### src/rtl/button_conditioner.sv
// Push-button front end: 2-flop sync, debounce, press/release/hold pulses
// and a one-hot-to-index press encoder for the downstream sequence FSM.
module button_conditioner #(
  parameter int unsigned NUM_BTN         = 5,
  parameter int unsigned IDX_W           = 3,
  parameter int unsigned DEBOUNCE_CYCLES = 1_000_000,
  parameter int unsigned HOLD_CYCLES     = 100_000_000
) (
  input  logic               clk,
  input  logic               rst_n,
  input  logic               en,
  input  logic [NUM_BTN-1:0] btn_raw,
  output logic [NUM_BTN-1:0] btn_level,
  output logic [NUM_BTN-1:0] press_pulse,
  output logic [NUM_BTN-1:0] release_pulse,
  output logic [NUM_BTN-1:0] hold_pulse,
  output logic               press_valid,
  output logic [IDX_W-1:0]   press_idx,
  output logic               press_multi
);

  localparam logic [31:0] DLIM = 32'(DEBOUNCE_CYCLES - 1);
  localparam logic [31:0] HLIM = 32'(HOLD_CYCLES - 1);

  logic [NUM_BTN-1:0] s1_q, s2_q;
  logic [NUM_BTN-1:0] level_q, level_d;
  logic [NUM_BTN-1:0] press_q, press_d;
  logic [NUM_BTN-1:0] rel_q, rel_d;
  logic [NUM_BTN-1:0] hold_q, hold_d;
  logic [NUM_BTN-1:0] hdone_q, hdone_d;
  logic [31:0]        dcnt_q [NUM_BTN];
  logic [31:0]        dcnt_d [NUM_BTN];
  logic [31:0]        hcnt_q [NUM_BTN];
  logic [31:0]        hcnt_d [NUM_BTN];
  logic               seen;

  always_comb begin
    level_d = level_q;
    hdone_d = hdone_q;
    press_d = '0;
    rel_d   = '0;
    hold_d  = '0;
    for (int i = 0; i < NUM_BTN; i++) begin
      dcnt_d[i] = '0;
      hcnt_d[i] = hcnt_q[i];
      if (s2_q[i] != level_q[i]) begin
        if (dcnt_q[i] == DLIM) begin
          level_d[i] = s2_q[i];
          press_d[i] = en & s2_q[i];
          rel_d[i]   = en & ~s2_q[i];
        end else begin
          dcnt_d[i] = dcnt_q[i] + 32'd1;
        end
      end
      // hold timer follows the registered level; hdone blocks repeats
      if (!level_q[i]) begin
        hcnt_d[i]  = '0;
        hdone_d[i] = 1'b0;
      end else if (!hdone_q[i]) begin
        if (hcnt_q[i] == HLIM) begin
          hold_d[i]  = en;
          hdone_d[i] = 1'b1;
        end else begin
          hcnt_d[i] = hcnt_q[i] + 32'd1;
        end
      end
    end
  end

  always_ff @(posedge clk or negedge rst_n) begin
    if (!rst_n) begin
      s1_q    <= '0;
      s2_q    <= '0;
      level_q <= '0;
      press_q <= '0;
      rel_q   <= '0;
      hold_q  <= '0;
      hdone_q <= '0;
      dcnt_q  <= '{default: '0};
      hcnt_q  <= '{default: '0};
    end else begin
      s1_q    <= btn_raw;
      s2_q    <= s1_q;
      level_q <= level_d;
      press_q <= press_d;
      rel_q   <= rel_d;
      hold_q  <= hold_d;
      hdone_q <= hdone_d;
      dcnt_q  <= dcnt_d;
      hcnt_q  <= hcnt_d;
    end
  end

  always_comb begin
    seen        = 1'b0;
    press_idx   = '0;
    press_multi = 1'b0;
    for (int i = 0; i < NUM_BTN; i++) begin
      if (press_q[i]) begin
        if (seen) press_multi = 1'b1;
        else      press_idx   = IDX_W'(i);
        seen = 1'b1;
      end
    end
  end

  assign press_valid   = |press_q;
  assign btn_level     = level_q;
  assign press_pulse   = press_q;
  assign release_pulse = rel_q;
  assign hold_pulse    = hold_q;

endmodule

### config.mk
export PLATFORM = sky130hd
export DESIGN_NAME = button_conditioner
export DESIGN_NICKNAME = d
export VERILOG_FILES = /design/src/rtl/button_conditioner.sv
export SDC_FILE = /design/constraint.sdc
export NUM_CORES = 1
export LEC_CHECK = 0
export ABC_AREA = 1
export BUFFER_PORTS_ARGS = -buffer_cell sky130_fd_sc_hd__buf_4
export CORE_MARGIN = 2
export CORE_UTILIZATION = 48
export DETAILED_ROUTE_END_ITERATION = 16
export GPL_TIMING_DRIVEN = 0
export PLACE_DENSITY = 0.6
export SETUP_SLACK_MARGIN = 0.05
export SLEW_MARGIN = 20
export SYNTH_ARGS = -nofsm -noshare
export SYNTH_HDL_FRONTEND = slang
export SYNTH_SLANG_ARGS = --single-unit
export TNS_END_PERCENT = 50
### constraint.sdc
create_clock -name clk -period 2.8 [get_ports clk]
set_input_delay 0.14 -clock clk [delete_from_list [all_inputs] [get_ports clk]]
set_output_delay 0.14 -clock clk [all_outputs]
set_load 0.05 [all_outputs]
==> impl_metrics.yaml <==
yosys:
  netlist_area_um2: 22300
  seq_area_frac_synth_pct: 39.9
  syn_area_per_cell_um2: 6.71
  synth_nets: 3337
  ys_types: 38
  ys_warn_count: 0
  syn_inst: 3319
  ys_ff_latch: 355
timing:
  max_slew_margin_pct: 54.8
  finalSetupViolations: 0
  setup_ws_ps: 729
  rsz0062_at_grt: "false"
  fmax_mhz: 483
  slew_violations: 0
  worst_pin_slew_ps: 678
  hold_violations: 0
  fin_worst_skew_ps: 19.5
  post-route-period-util_pct: 74.0
  period_needed_ps: 2070
routing:
  detail_route.first_pass.iterations: 5
  vias: 20300
  drc_errors: 0
  drt_iter0_markers: 1482
  postRouteAntennaNets: 0
  vias_per_cell: 5.03
  wl_mm: 56.1
  wl_per_cell_um: 13.9
grt:
  grt_pass1_vias: 19200
  track_usage_pct: 24.0
  grt_max_degree: 97
  grt_overflow: 0
  grt_pass1_wl_mm: 95.0
  antenna_found_initial: 1
final_layout:
  drive_gt1_share_pct: 6.93
  antenna_cells: 0
  mostFrequentLayoutCells: "1194 x nand2_1, 612 x nor2_1, 355 x dfrtp_1"
  syn_to_final_growth_pct: 11.8
  final_common_cell: "nand2_1"
  multi_input_area_um2: 11700
  final_cell_area_um2: 24900
  final-seq-area_um2: 8880
  layout.nets: 3423
  fillers: 4478
worst_setup_path:
  slowest_stage: "dfrtp_1"
  cp-end-kind: "output pin"
  r2r_end: "dcnt_q[147]"
  crit_path_start_kind: "register"
  required_ps: 2660
  cp_max_fo: 4
  arrival_ps: 1930
  crit_chain: "nor2_1, inv_1, nor2_1, inv_1, nor3_2, a31oi_1, buf_4"
  path_class: "register to output pin"
  critPathMaxStageDelay_ps: 510
  r2r_start: "dcnt_q[128]"
  reg2reg_depth: 9
  r2r_slack_ps: 760
clocking:
  cts_sinks: 355
  htreeDepth: 2
  cts_buffers: 42
  clk_latency_ps: 570
  cts_root_buf: "clkbuf_16"
  cts_tree: "done"
  clock_path_buffers: 3
  clk_pin_slew_ps: 60
power_and_ir_drop:
  p_clk_share_pct: 52.1
  seqPwrFrac_pct: 45.8
  leakage_nw: 10.9
  switching_share_pct: 21.6
  p_comb_share_pct: 2.1
  cellPowerDensity_nw_per_um2: 454
  p_sw_mw: 2.44
  p_int_mw: 8.87
  p_total_mw: 11.3
  peakVddDrop_v: 0.000538
place:
  port_buffers: 32
  preCtsSetupSlack_ps: 753
  hpwl_mm: 41.2
  placed_cell_area_um2: 23300
  place_congestion: 0.908
floorplanning:
  floorplan.initialDensity_pct: 48.8
  fp.dieW_um: 219
  die_h_um: 219
  ios: 33
  core.rowCount: 78
  die_area_um2: 48100
  core_area_um2: 45600
job:
  cap_violations: 0
outcome:
  outcome: "finished clean"
worst_hold_path:
  hp-class: "input port to asynchronous set/reset pin"
## cells in the mapped netlist (all sizes together)
cell | n | area (um2)
or2 | 11 | 68.8
o211ai | 1 | 7.51
o21ai | 85 | 448
inv | 348 | 1310
nor3 | 95 | 551
o21bai | 1 | 7.51
nand3 | 239 | 1250
and2 | 3 | 18.8
nand2 | 1207 | 4570
nand3b | 28 | 210
nand4 | 55 | 344
ha | 10 | 125
a211oi | 3 | 22.5
nor3b | 7 | 52.6
xor2 | 106 | 928
dfrtp | 355 | 8880
buf | 40 | 350
xnor2 | 47 | 412
o21a | 1 | 7.51
nor2 | 647 | 2570
clkbuf | 17 | 66.3
a21oi | 12 | 60.1
a31oi | 1 | 6.26
## per-layer routing
metal	GRT usage, %	vias to the layer above	wire [um]
met4	7.03	2	1310
met5	0	-	12
li1	-	10500	-
met1	34.3	9342	27200
met3	2.99	72	2380
met2	38.2	403	25200
## repair_timing
action,in CTS,in global routing
hold endpoints to repair,90,0
buffers inserted,0,0
gates resized for setup,0,0
hold buffers,7,0
## worst max-delay path: cells and delay by family (launching register included)
kind / cells / cell delay, ps
AOI/OAI and AO/OA: 1 / 60
buffers and inverters: 3 / 360
DFF: 1 / 510
and+or+nand+nor: 3 / 440
## logic make-up after synthesis
| kind of cell | share of synthesized area (%) |
|---|---|
| XOR/XNOR | 6.02 |
| AND/OR/NAND/NOR | 43.3 |
| flip-flops | 39.9 |
| adder cells (fa/ha/maj) | 0.562 |
| AO/OA/AOI/OAI | 2.51 |
| buffers and inverters | 7.74 |
## worst max path at each step
stage | start | endpoint | slack [ps] | depth (start not counted)
2_1_floorplan | press_pulse[1] | press_multi | 570 | 6
3_3_place_gp | rst_n | hcnt_q[75] | -1990 | 1
3_5_place_dp | hcnt_q[128] | hcnt_q[147] | 750 | 12
4_1_cts | press_pulse[1] | press_multi | 700 | 7
5_1_grt | hcnt_q[128] | hcnt_q[150] | 550 | 12
6_report | press_pulse[1] | press_multi | 730 | 7
## metrics by stage
stage	cells	setup TNS [ps]	utilization [%]	hold WS, ps
floorplan	3319	0	-	-156
global placement	3951	-692210	51.0	250
detailed placement	3954	0	51.2	183
CTS	4033	0	54.6	176
global route	4033	0	54.6	202
finish	4033	0	54.6	158
## flip-flops by register name (all words and copies together) (netlist names)
name           count
hdone_q            5
press_pulse        5
s2_q               5
btn_level          5
hcnt_q           160
hold_pulse         5
release_pulse      5
dcnt_q           160
s1_q               5
## cell type report
cell class	instances	area share (%)
clock inverter	16	1.08
inverter	348	5.25
sequential	355	35.7
clock buffer	56	4.84
multi-input combinational	2559	46.9
buffer	57	1.67
timing repair buffer	42	1.61
tap	600	3.02
## power groups by stage
stage                     clock [mW]  sequential [mW]  combinational [mW]
after floorplan                    0             5.27              0.0751
after global placement             0             5.27               0.222
after detailed placement           0             5.27               0.242
after CTS                       6.07             5.18               0.250
after global routing            6.27             5.18               0.277
final                           5.89             5.18               0.237
No activity file was read; power rests on OpenSTA's default activity.
